**config.mk**
```make
export PLATFORM = sky130hd
export DESIGN_NAME = bin2bcd_ci
export DESIGN_NICKNAME = d
export VERILOG_FILES = /design/src/rtl/bin2bcd_ci.sv
export SDC_FILE = /design/constraint.sdc
export NUM_CORES = 1
export LEC_CHECK = 0
export CAP_MARGIN = 10
export CORE_ASPECT_RATIO = 0.6
export CORE_MARGIN = 1.5
export CORE_UTILIZATION = 48
export CTS_CLUSTER_DIAMETER = 150
export DETAILED_ROUTE_END_ITERATION = 10
export HOLD_SLACK_MARGIN = 0.12
export PLACE_DENSITY = 0.87
export SLEW_MARGIN = 20
export SYNTH_ARGS = -nofsm -noshare
export SYNTH_HDL_FRONTEND = slang
export SYNTH_SLANG_ARGS = --single-unit
```
**constraint.sdc**
```tcl
create_clock -name clk -period 3.6 [get_ports clk]
set_input_delay 0.9 -clock clk [delete_from_list [all_inputs] [get_ports clk]]
set_output_delay 0.9 -clock clk [all_outputs]
set_load 0.02 [all_outputs]
```
**src/rtl/bin2bcd_ci.sv**
```systemverilog
// bin2bcd_ci: multicycle Nios II custom instruction that converts a 32-bit
// unsigned binary operand into 8-digit packed BCD using sequential
// double-dabble. Each input bit takes one ADJUST edge and one SHIFT edge.
// The handshake is clk_en / start / done / result.
// Inputs of 100_000_000 and above saturate to all nines. The conversion
// still runs the full sequence, so latency is the same for every input.
//
// Optional feature, enabled by defining BCD_BLANK_EN: leading zero digits
// 7..1 are replaced by BLANK_CODE in the final result.
module bin2bcd_ci #(
  parameter logic [3:0] BLANK_CODE = 4'hF
) (
  input  logic        clk,
  input  logic        reset,
  input  logic        clk_en,
  input  logic        start,
  input  logic [31:0] dataa,
  input  logic [31:0] datab,
  output logic [31:0] result,
  output logic        done
);

  typedef enum logic [1:0] {
    S_IDLE,
    S_ADJUST,
    S_SHIFT,
    S_FINISH
  } state_t;

  localparam logic [31:0] MAX_BCD_VALUE = 32'd99_999_999;
  localparam logic [31:0] SAT_PATTERN   = 32'h9999_9999;
  localparam logic [5:0]  LAST_BIT      = 6'd31;

  state_t      state_q, state_d;
  logic [63:0] shift_q, shift_d;   // {BCD field, binary field}
  logic [5:0]  cnt_q,   cnt_d;
  logic        sat_q,   sat_d;
  logic [31:0] result_q, result_d;
  logic        done_q,  done_d;
  logic [31:0] bcd_out;

`ifdef BCD_BLANK_EN
  logic        leading;

  // Final digit formatting: blank leading zeros from digit 7 down to digit 1.
  always_comb begin
    bcd_out = shift_q[63:32];
    leading = 1'b1;
    for (int i = 7; i >= 1; i--) begin
      if (leading && (bcd_out[4*i +: 4] == 4'd0)) begin
        bcd_out[4*i +: 4] = BLANK_CODE;
      end else begin
        leading = 1'b0;
      end
    end
  end
`else
  // datab and BLANK_CODE are not needed in this build.
  logic unused_inputs;
  assign unused_inputs = ^{datab, BLANK_CODE};

  // Final digit formatting: raw packed BCD.
  always_comb begin
    bcd_out = shift_q[63:32];
  end
`endif

`ifdef BCD_BLANK_EN
  // datab is not part of the operation.
  logic unused_datab;
  assign unused_datab = ^datab;
`endif

  // Next-state and datapath logic for the double-dabble sequencer.
  always_comb begin
    // NOTE: every signal gets its hold value first, so no path can infer a latch.
    state_d  = state_q;
    shift_d  = shift_q;
    cnt_d    = cnt_q;
    sat_d    = sat_q;
    result_d = result_q;
    done_d   = done_q;

    unique case (state_q)
      S_IDLE: begin
        done_d = 1'b0;
        if (start) begin
          shift_d = {32'd0, dataa};
          cnt_d   = 6'd0;
          sat_d   = (dataa > MAX_BCD_VALUE);
          state_d = S_ADJUST;
        end
      end

      S_ADJUST: begin
        // Each BCD digit >= 5 gets +3 with no carry into the next digit.
        for (int i = 0; i < 8; i++) begin
          if (shift_q[32 + 4*i +: 4] >= 4'd5) begin
            shift_d[32 + 4*i +: 4] = shift_q[32 + 4*i +: 4] + 4'd3;
          end
        end
        state_d = S_SHIFT;
      end

      S_SHIFT: begin
        shift_d = {shift_q[62:0], 1'b0};
        cnt_d   = cnt_q + 6'd1;
        state_d = (cnt_q == LAST_BIT) ? S_FINISH : S_ADJUST;
      end

      S_FINISH: begin
        result_d = sat_q ? SAT_PATTERN : bcd_out;
        done_d   = 1'b1;
        state_d  = S_IDLE;
      end

      default: state_d = S_IDLE;
    endcase
  end

  // State registers: asynchronous reset, frozen whenever clk_en is low.
  always_ff @(posedge clk or posedge reset) begin
    if (reset) begin
      state_q  <= S_IDLE;
      shift_q  <= 64'd0;
      cnt_q    <= 6'd0;
      sat_q    <= 1'b0;
      result_q <= 32'd0;
      done_q   <= 1'b0;
    end else if (clk_en) begin
      // NOTE: non-blocking assignments let every register sample the same pre-edge values.
      state_q  <= state_d;
      shift_q  <= shift_d;
      cnt_q    <= cnt_d;
      sat_q    <= sat_d;
      result_q <= result_d;
      done_q   <= done_d;
    end
  end

  assign result = result_q;
  assign done   = done_q;

endmodule

```
==> results.md, run 1 <==
- Share of final-layout standard cells stronger than drive strength 1: 5.994%
- Kind of path behind the tightest hold check: reg -> reg
- Cells resized by post-CTS repair: 0
- P_leak: 2.820 nW
- Data arrival time of the worst path: 2.71 ns
- Placeable Area: 11260 um^2
- Count of max-cap constraint violations: 0
- Total of hold buffers inserted after clock tree synthesis: 0
- Final weighted congestion in routability-driven placement: 0.8544
- Maximum achievable frequency: 405.6 MHz
- Sink Count: 106
- Crit path largest cell delay: 0.75 ns
- Port Buf Inserts: 68
- Sequential Power Share: 36.2%
- Measured slew at the worst slew-check pin: 0.8143 ns
- Dominant cell by count in the synthesized netlist: sky130_fd_sc_hd__dfrtp_1
- Number of cells produced by synthesis: 575
- Vias per cell: 5.793
- Cell with the largest stage delay on the worst path: sky130_fd_sc_hd__clkdlybuf4s50_1
- Maximum buffer depth of the clock tree: 2
- Share of the yosys chip area belonging to registers: 48.01%
- Uppermost layer routed: met4
- Post-synthesis simple-gate area fraction: 12.93%
- Post-DR wirelength/cell: 16.91 um
- Relative slew slack: 45.71%
- Post-CTS setup buffer count: 0
- Run status: finished clean
- Iteration count of the initial detailed-routing pass: 7
- P per Cell Area: 775.7 nW/um^2
- Global routing usage summed across all routing layers: 22.49%
- End of the worst register-to-register path: shift_q[43]
- Post-route core utilization: 58.79%
- Crit path launch type: input port
- Number of DRC violations after detailed-routing iteration 0: 465
- Startpoint of the lowest-slack hold path: shift_q[14]
- Rows: 30
- Clock tree from TritonCTS: yes
- Number of synthesized flops with an enable pin: 0
- Number of cell instances on the worst register-to-register path: 4
- DRT antenna net count: 0
- Final number of max-transition violations: 0
- Total die area: 12180 um^2
- Warnings from Yosys: 0
- Total Wirelength: 13160 um
- Met3 WL post-DR: 954 um
- Crit path capture type: flop
- Final hold violations: 0
- Worst IR Drop VDD: 0.0003968 V
- Insertion delay of the later-clocked pin in the worst-skew pair: 0.35 ns
- Clock Skew: 0.008520 ns
- RSZ-0062 raised after global routing: false
- Avg Inst Size Synth: 9.609 um^2
- Setup slack of the most critical reg-to-reg path: 1.26 ns
- Xor/xnor share of the synthesized area: 1.744%
- Library cell occupying the most area in the post-synthesis netlist: sky130_fd_sc_hd__dfrtp_1
- Dominant combinational cell family by area after synthesis: compound AO/OA/AOI/OAI gates
- Total congestion overflow after global routing: 0
- Net switching power figure: 0.002073 W
- Total via count in the routed design: 4507
- Unique cell type count in the Yosys netlist: 48
- Synthesis-to-layout area growth: 19.81%
- Share of synthesized area spent on multiplexers: 6.793%
- Fin crit share: 68.48%
- Initial core utilization: 49.07%
- Post-route DRC violation count: 0
- P_int: 0.003063 W
- Share of flip-flops with an asynchronous set or reset after synthesis: 100.0%
- Critical path endpoint: shift_q[36]
- List of most frequent post-synthesis cells: 106 x sky130_fd_sc_hd__dfrtp_1, 85 x sky130_fd_sc_hd__nand2_1, 62 x sky130_fd_sc_hd__o21ai_0
- Die Height: 86.11 um
- Number of global-route vias before repair: 4326
- Num CTS Buffers: 9
- Reg-to-reg startpoint: state_q[0]
- Startpoint-to-endpoint class of the critical path: in -> reg
- Cells along the critical path: clkdlybuf4s50_1 -> inv_4 -> a211oi_2 -> buf_4 -> nand2b_1 -> o31ai_1
- Compound-gate portion of the synthesized area: 19.88%
- Worst hold slack after final layout: 0.4856 ns
- Yosys reg bits: 106
- Root cell of the clock tree: sky130_fd_sc_hd__clkbuf_16
- Initial antenna violation count: 0
- Detailed placer's ending HPWL: 8894 um
- Wire length on met1: 6155 um
- Cell area after synthesis: 5525 um^2
- Clock power share: 20.7%
- Post-route setup TNS: 0 ns
- Top fanout value on the critical path: 22
- Combinational share of power: 43.2%
- Count of nets after finishing: 718
- Total of endpoints with negative setup slack in the final report: 0
- Top-area cell type share of the netlist area: 48.01%
- Wire length on met2: 5918 um
- Wire length of the first global-routing pass: 21480 um
- Req. time, crit path: 3.85 ns
- Fraction of power spent switching nets: 40.36%
- Net count after synthesis: 664
- Number of top-level design ports: 101
- Top cells by area in the synthesized netlist: sky130_fd_sc_hd__dfrtp_1 48%, sky130_fd_sc_hd__mux2i_1 6.5%, sky130_fd_sc_hd__nand2_1 5.8%
- Post-CTS clock slew at the launch and capture registers of the worst setup and hold paths: 0.07 ns
- H-tree levels: 3
- First element of the critical path: clk_en
- Tmin final: 2.465 ns
- Horizontal die dimension: 141.5 um
- Pin count of the biggest net entering global routing: 77
- Count of inserted antenna diode cells: 0
- Most instantiated flip-flop cell in the synthesis netlist: sky130_fd_sc_hd__dfrtp_1
- Fraction of the mapped netlist area in adder cells: 4.755%
power groups by stage:
stage	Combinational, W	Sequential (W)	Clock (W)
2_1_floorplan	0.00148	0.00192	0
3_3_place_gp	0.00206	0.00184	0
3_5_place_dp	0.00217	0.00187	0
4_1_cts	0.00220	0.00185	0.00107
5_1_grt	0.00245	0.00191	0.00112
6_report	0.00222	0.00186	0.00106
layer usage:
layer	vias to the layer above	track usage, %
met2	176	34.49
met1	2180	31.86
met3	12	5.695
met5	-	0
li1	2139	-
met4	0	6.279
registers in the layout, indices dropped and copies added, names as in the netlist:
name     count
shift_q     64
result      32
cnt_q        6
state_q      2
done         1
sat_q        1
cells in the final DEF, fill, tap and decap left out, types with 20 or more instances in the layout:
cell and instances:
sky130_fd_sc_hd__dfrtp_1 106, sky130_fd_sc_hd__nand2_1 83, sky130_fd_sc_hd__clkdlybuf4s50_1 68, sky130_fd_sc_hd__o21ai_0 62, sky130_fd_sc_hd__mux2i_1 36, sky130_fd_sc_hd__inv_1 33, sky130_fd_sc_hd__nor2_1 27, sky130_fd_sc_hd__a22oi_1 22
sky130_fd_sc_hd__o31ai_1 21, sky130_fd_sc_hd__ha_1 20
worst min path at each step:
stage                             end  slack (ns)  depth (start not counted)
final                     shift_q[14]        0.49                          2
after global routing      shift_q[28]        0.51                          2
after CTS                 shift_q[28]        0.49                          2
after detailed placement  shift_q[10]        0.47                          2
after global placement    shift_q[11]        0.46                          2
after floorplan           shift_q[29]        0.45                          2
per-stage QoR:
stage	instance area [um^2]	worst slack, ns	cells	power (W)
3_3_place_gp	6301	0.9318	762	0.003902
4_1_cts	6620	1.121	778	0.005126
5_1_grt	6620	0.9955	778	0.005473
6_report	6620	1.135	778	0.005135
3_5_place_dp	6301	0.8127	762	0.004045
2_1_floorplan	5529	1.426	575	0.003404
layout make-up:
| type | count | area [um^2] |
|---|---|---|
| timing repair buffer | 79 | 775.7 |
| clock inverter | 6 | 90.09 |
| multi-input combinational | 398 | 2555 |
| fill | 924 | 4641 |
| inverter | 35 | 137.6 |
| tap | 144 | 180.2 |
| clock buffer | 10 | 229.0 |
| sequential | 106 | 2653 |
cell families after synthesis:
family	after synthesis
compound gates	168
simple gates	161
flops	106
buf+inv	71
mux	37
fa+ha+maj	21
xor+xnor	11
critical path, delay by kind of cell:
family | cells | cell delay [ns]
buf+inv | 3 | 1.12
simple gates | 1 | 0.18
compound gates | 2 | 0.51
Note: power is estimated with default switching activity, not from simulation.
==> run 2, diff against run 1 <==
--- a/config.mk
+++ b/config.mk
@@ -8,11 +8,11 @@
 export CAP_MARGIN = 10
 export CORE_ASPECT_RATIO = 0.6
 export CORE_MARGIN = 1.5
-export CORE_UTILIZATION = 48
+export CORE_UTILIZATION = 53
 export CTS_CLUSTER_DIAMETER = 150
 export DETAILED_ROUTE_END_ITERATION = 10
 export HOLD_SLACK_MARGIN = 0.12
-export PLACE_DENSITY = 0.87
+export PLACE_DENSITY = 0.91
 export SLEW_MARGIN = 20
 export SYNTH_ARGS = -nofsm -noshare
 export SYNTH_HDL_FRONTEND = slang
==> constraint.sdc (replaced) <==
create_clock -name clk -period 2.6 [get_ports clk]
set_input_delay 0.65 -clock clk [delete_from_list [all_inputs] [get_ports clk]]
set_output_delay 0.65 -clock clk [all_outputs]
set_load 0.02 [all_outputs]
==> results.md, run 2 (synthesized netlist as in run 1, its figures left out) <==
- Run status: finished clean
- Data arrival time of the worst path: 2.34 ns (-0.37 ns)
- Most frequent cells in the layout: 106 x sky130_fd_sc_hd__dfrtp_1, 84 x sky130_fd_sc_hd__nand2_1, 68 x sky130_fd_sc_hd__clkdlybuf4s50_1
- WHS Path Cells: 2 (unchanged)
- Initial antenna violation count: 0 (unchanged)
- Maximum buffer depth of the clock tree: 2 (unchanged)
- Final weighted congestion in routability-driven placement: 0.8697 (+1.8%)
- Clock tree from TritonCTS: yes
- Number of global-route vias before repair: 4234 (-2.1%)
- Share of final-layout standard cells stronger than drive strength 1: 5.827% (-0.17 points)
- Final number of max-transition violations: 0 (unchanged)
- Root cell of the clock tree: sky130_fd_sc_hd__clkbuf_16
- Pin count of the biggest net entering global routing: 67 (-13%)
- Maximum achievable frequency: 477.5 MHz
- P per Cell Area: 1061 nW/um^2 (+37%)
- Post-route setup TNS: 0 ns (unchanged)
- Kind of cell adding the most delay to the critical path: buffers and inverters
- Number of gates on the worst path with buffers counted: 6 (unchanged)
- Total design power: 0.007032 W (+37%)
- Synthesis-to-layout area growth: 19.97%
- Startpoint-to-endpoint class of the critical path: in -> reg
- Count of max-cap constraint violations: 0 (unchanged)
- Total of hold buffers inserted after clock tree synthesis: 0 (unchanged)
- Buffers plus inverters on the worst setup path: 3 (unchanged)
- Port Buf Inserts: 68 (unchanged)
- Cell with the largest stage delay on the worst path: sky130_fd_sc_hd__clkdlybuf4s50_1
- Cells along the critical path: clkdlybuf4s50_1 -> inv_4 -> a211oi_2 -> buf_4 -> nand2b_1 -> o31ai_1
- Req. time, crit path: 2.84 ns (-1.01 ns)
- Total of endpoints with negative setup slack in the final report: 0 (unchanged)
- Crit path capture type: flop
- Num CTS Buffers: 9 (unchanged)
- Horizontal die dimension: 134.8 um (-4.7%)
- Wire length of the first global-routing pass: 21130 um (-1.6%)
- Total die area: 11070 um^2 (-9.2%)
- Detailed placer's ending HPWL: 9087 um (+2.2%)
- Sink Count: 106 (unchanged)
- H-tree levels: 3 (unchanged)
- DRT antenna net count: 0 (unchanged)
- Post-CTS setup buffer count: 0 (unchanged)
- Count of inserted antenna diode cells: 0 (unchanged)
- Global routing usage summed across all routing layers: 24.64% (+2.1 points)
- Die Height: 82.09 um (-4.7%)
- Max FFs per register: 64 (unchanged)
- Most common library cell in the layout ignoring fill and taps: sky130_fd_sc_hd__dfrtp_1
- Number of cell instances on the worst register-to-register path: 6 (+2)
- Cells resized by post-CTS repair: 0 (unchanged)
- P_leak: 2.835 nW (+0.53%)
- Fin crit share: 80.55%
- Initial core utilization: 55.34% (+6.3 points)
- Total Wirelength: 13190 um (+0.28%)
- Insertion delay of the later-clocked pin in the worst-skew pair: 0.34 ns (about the same)
- Measured slew at the worst slew-check pin: 0.7851 ns (-0.02914 ns)
- Post-route core utilization: 66.39% (+7.6 points)
- Tmin final: 2.094 ns
- Setup slack of the most critical reg-to-reg path: 0.66 ns (-0.60 ns)
- Total via count in the routed design: 4621 (+2.5%)
- Top fanout value on the critical path: 22 (unchanged)
- Placeable Area: 9985 um^2 (-11%)
- Kind of path behind the tightest hold check: reg -> reg
- Fill cell total of the finished layout: 766 (-17%)
- Crit path largest cell delay: 0.64 ns (-0.11 ns)
- Number of DRC violations after detailed-routing iteration 0: 418 (-10%)
- Final hold violations: 0 (unchanged)
- Iteration count of the initial detailed-routing pass: 5 (-2)
- Relative slew slack: 47.66% (+1.9 points)
- Total congestion overflow after global routing: 0 (unchanged)
- Worst IR Drop VDD: 0.0006618 V (+67%)
- Crit path launch type: input port
- Vias per cell: 6.001 (+3.6%)
- Biggest register: shift_q
- Post-route DRC violation count: 0 (unchanged)
- Rows: 28 (-6.7%)
- RSZ-0062 raised after global routing: false
- Clock Skew: 0.008456 ns (-0.00006481 ns)
- Number of top-level design ports: 101 (unchanged)
- Post-DR wirelength/cell: 17.13 um (+1.3%)
- Post-CTS clock slew at the launch and capture registers of the worst setup and hold paths: 0.07 ns (about the same)
- Count of nets after finishing: 719 (+0.14%)
==> run 2: cell count changes in the layout (fill, tap and decap cells not counted), moves of 2 or more <==
cell,before,now
sky130_fd_sc_hd__buf_12,1,5
sky130_fd_sc_hd__bufinv_16,2,0
sky130_fd_sc_hd__buf_4,10,7
sky130_fd_sc_hd__clkbuf_8,0,3
==> run 2: worst min-delay path, cell delays in order (launching register included) <==
cell and delay [ns]:
sky130_fd_sc_hd__dfrtp_1 0.34, sky130_fd_sc_hd__nand2_1 0.05, sky130_fd_sc_hd__o31ai_1 0.05
==> run 2: layout make-up <==
cell class / instances / area (um^2) / area share [%]
clock buffer: 14 / 274.0 / 4.134
clock inverter: 2 / 10.01 / 0.1510
inverter: 35 / 137.6 / 2.076
multi-input combinational: 398 / 2552 / 38.51
sequential: 106 / 2653 / 40.02
tap: 135 / 168.9 / 2.548
timing repair buffer: 80 / 833.3 / 12.57
==> run 2: per-layer routing <==
metal / share of wire [%] / track usage (%) / up-vias
li1: - / - / 2149
met3: 8.6 / 5.922 / 24
met5: 0 / 0 / -
met2: 45 / 37.03 / 202
met4: 1.5 / 8.387 / 0
met1: 45 / 35.38 / 2246
==> run 2: worst paths after layout <==
check	start	end
max	clk_en	shift_q[36]
min in group asynchronous	reset	shift_q[0]
max reg2reg	state_q[1]	shift_q[36]
max in group asynchronous	reset	result[31]
min	result[2]	result[2]
min reg2reg	result[2]	result[2]
==> run 2: metrics by stage <==
| step | instances | area (um^2) | worst slack (ns) | hold WS, ns |
|---|---|---|---|---|
| 2_1_floorplan | 575 | 5529 | 0.6765 | 0.4484 |
| 3_3_place_gp | 754 | 6345 | 0.2928 | 0.4585 |
| 3_5_place_dp | 754 | 6345 | 0.2446 | 0.4689 |
| 4_1_cts | 770 | 6629 | 0.5544 | 0.4835 |
| 5_1_grt | 770 | 6629 | 0.4412 | 0.5047 |
| 6_report | 770 | 6629 | 0.5057 | 0.4750 |
==> run 2: power breakdown <==
group	total [W]	switching, W	internal (W)	leakage [nW]
Combinational	0.00313	0.00188	0.00125	1.31
Clock	0.00130	0.000578	0.000726	0.143
Sequential	0.00259	0.000414	0.00218	1.38
Total	0.00703	0.00287	0.00416	2.84
==> run 3, diff against run 2 <==
--- a/config.mk
+++ b/config.mk
@@ -8,11 +8,11 @@
 export CAP_MARGIN = 10
 export CORE_ASPECT_RATIO = 0.6
 export CORE_MARGIN = 1.5
-export CORE_UTILIZATION = 53
+export CORE_UTILIZATION = 48
 export CTS_CLUSTER_DIAMETER = 150
 export DETAILED_ROUTE_END_ITERATION = 10
 export HOLD_SLACK_MARGIN = 0.12
-export PLACE_DENSITY = 0.91
+export PLACE_DENSITY = 0.87
 export SLEW_MARGIN = 20
 export SYNTH_ARGS = -nofsm -noshare
 export SYNTH_HDL_FRONTEND = slang
==> constraint.sdc (replaced) <==
create_clock -name clk -period 1.9 [get_ports clk]
set_input_delay 0.475 -clock clk [delete_from_list [all_inputs] [get_ports clk]]
set_output_delay 0.475 -clock clk [all_outputs]
set_load 0.02 [all_outputs]
==> results.md, run 3 (synthesized netlist as in run 1, its figures left out) <==
- Wire length on met2: 5884 um (-0.64%)
- Share of final-layout standard cells stronger than drive strength 1: 9.356% (+3.5 points)
- Total of hold buffers inserted after clock tree synthesis: 0 (unchanged)
- Initial core utilization: 49.07% (-6.3 points)
- First element of the critical path: state_q[1]
- Critical path endpoint: shift_q[38]
- H-tree levels: 3 (unchanged)
- Num CTS Buffers: 9 (unchanged)
- Post-CTS clock slew at the launch and capture registers of the worst setup and hold paths: 0.08 ns (about the same)
- Most frequent cells in the layout: 106 x sky130_fd_sc_hd__dfrtp_1, 83 x sky130_fd_sc_hd__nand2_1, 68 x sky130_fd_sc_hd__clkdlybuf4s50_1
- Biggest register: shift_q
- Post-DR wirelength/cell: 16.88 um (-1.5%)
- Global routing usage summed across all routing layers: 22.44% (-2.2 points)
- Reg-to-reg startpoint: state_q[1]
- Die Height: 86.11 um (+4.9%)
- Run status: finished clean
- Count of max-cap constraint violations: 0 (unchanged)
- Horizontal die dimension: 141.5 um (+5.0%)
- Relative slew slack: 68.62% (+21 points)
- Measured slew at the worst slew-check pin: 0.4702 ns (-0.3149 ns)
- Kind of path behind the tightest hold check: reg -> reg
- Pin count of the biggest net entering global routing: 79 (+18%)
- End of the worst register-to-register path: shift_q[38]
- Count of nets after finishing: 736 (+2.4%)
- Uppermost layer routed: met4
- Clock tree from TritonCTS: yes
- Crit path launch type: flop
- Final weighted congestion in routability-driven placement: 0.8707 (+0.11%)
- DRT antenna net count: 0 (unchanged)
- Vias per cell: 5.710 (-4.9%)
- Data arrival time of the worst path: 2.06 ns (-0.28 ns)
- Root cell of the clock tree: sky130_fd_sc_hd__clkbuf_16
- Total congestion overflow after global routing: 0 (unchanged)
- Crit path capture type: flop
- Number of cells in the design after placement: 779 (+3.3%)
- Synthesis-to-layout area growth: 24.03%
- Wire length on met1: 6409 um (+8.0%)
- Detailed placer's ending HPWL: 9327 um (+2.6%)
- Worst IR Drop VDD: 0.0009379 V (+42%)
- Setup slack of the most critical reg-to-reg path: 0.05 ns (-0.61 ns)
- Post-route DRC violation count: 0 (unchanged)
- Initial antenna violation count: 0 (unchanged)
- Post-CTS setup buffer count: 0 (unchanged)
- Count of inserted antenna diode cells: 0 (unchanged)
- Clock Skew: 0.006664 ns (-0.001791 ns)
- Total die area: 12180 um^2 (+10%)
- P_leak: 2.924 nW (+3.1%)
- P per Cell Area: 1458 nW/um^2 (+37%)
- Port Buf Inserts: 68 (unchanged)
- RSZ-0062 raised after global routing: true
- Number of DRC violations after detailed-routing iteration 0: 517 (+24%)
- Cells resized by post-CTS repair: 0 (unchanged)
- Tmin final: 1.851 ns
- Number of top-level design ports: 101 (unchanged)
- Post-route non-filler standard cell count: 796 (+3.4%)
- Iteration count of the initial detailed-routing pass: 6 (+1)
- Total of endpoints with negative setup slack in the final report: 0 (unchanged)
- Wire length of the first global-routing pass: 21750 um (+2.9%)
- Total via count in the routed design: 4545 (-1.6%)
- Max FFs per register: 64 (unchanged)
- Total Wirelength: 13430 um (+1.8%)
- Insertion delay of the later-clocked pin in the worst-skew pair: 0.35 ns (about the same)
- Maximum achievable frequency: 540.2 MHz
- Final number of max-transition violations: 0 (unchanged)
- Met3 WL post-DR: 964 um (-15%)
- Maximum buffer depth of the clock tree: 2 (unchanged)
- Rows: 30 (+7.1%)
- Req. time, crit path: 2.11 ns (-0.73 ns)
- Fin crit share: 97.43%
- Worst hold slack after final layout: 0.4811 ns (+0.006027 ns)
- Number of cell instances on the worst register-to-register path: 6 (unchanged)
- Startpoint-to-endpoint class of the critical path: reg -> reg
- Final hold violations: 0 (unchanged)
- Most common library cell in the layout ignoring fill and taps: sky130_fd_sc_hd__dfrtp_1
- Number of global-route vias before repair: 4503 (+6.4%)
- Sink Count: 106 (unchanged)
- Top fanout value on the critical path: 16 (-27%)
- Placeable Area: 11260 um^2 (+13%)
run 3: cell count changes in the layout (fill, tap and decap cells not counted), sizes merged:
cell	before	now
buf	12	28
clkbuf	14	10
clkinv	2	1
clkinvlp	1	3
inv	34	38
run 3: worst min-delay path by stage:
stage | from | slack [ns] | endpoint | cells past startpoint
2_1_floorplan | shift_q[29] | 0.45 | shift_q[29] | 2
3_5_place_dp | result[25] | 0.47 | result[25] | 2
6_report | result[25] | 0.48 | result[25] | 2
4_1_cts | result[25] | 0.48 | result[25] | 2
3_3_place_gp | shift_q[11] | 0.46 | shift_q[11] | 2
5_1_grt | result[25] | 0.51 | result[25] | 2
run 3: stage by stage:
step | cell area, um^2 | setup TNS, ns | power (W) | setup slack [ns] | utilization (%)
finish | 6853 | 0 | 0.009990 | 0.04876 | 60.86
global route | 6853 | -0.03104 | 0.01063 | -0.01342 | 60.86
floorplan | 5529 | 0 | 0.006449 | 0.1515 | -
detailed placement | 6504 | -5.070 | 0.007985 | -0.1582 | 57.76
global placement | 6504 | -2.650 | 0.007695 | -0.1168 | 57.76
CTS | 6788 | 0 | 0.009810 | 0.01087 | 60.28
run 3: layout make-up:
class,instances,area (um^2)
clock buffers,9,225.2
clock inverters,7,58.81
fillers,895,4408
inverters,35,137.6
multi-input cells,398,2595
flip-flops and latches,106,2653
well taps,144,180.2
repair buffers,97,1003
run 3: worst max-delay path, stage by stage (launching register included):
cell and delay [ns]:
sky130_fd_sc_hd__dfrtp_1 0.39, sky130_fd_sc_hd__inv_1 0.10, sky130_fd_sc_hd__ha_2 0.23, sky130_fd_sc_hd__buf_4 0.15
sky130_fd_sc_hd__a211o_4 0.41, sky130_fd_sc_hd__o31ai_2 0.29, sky130_fd_sc_hd__o21ai_0 0.14
run 3: metal layers:
layer	up-vias	GRT usage, %
met2	180	34.40
met1	2174	31.83
met5	-	0
li1	2172	-
met3	19	5.695
met4	0	6.092
run 3: report_power, final:
part / switching (W) / internal (W) / total [W]
Clock: 0.000889 / 0.000911 / 0.00180
Sequential: 0.000545 / 0.00298 / 0.00352
Combinational: 0.00269 / 0.00197 / 0.00466
Total: 0.00413 / 0.00586 / 0.00999
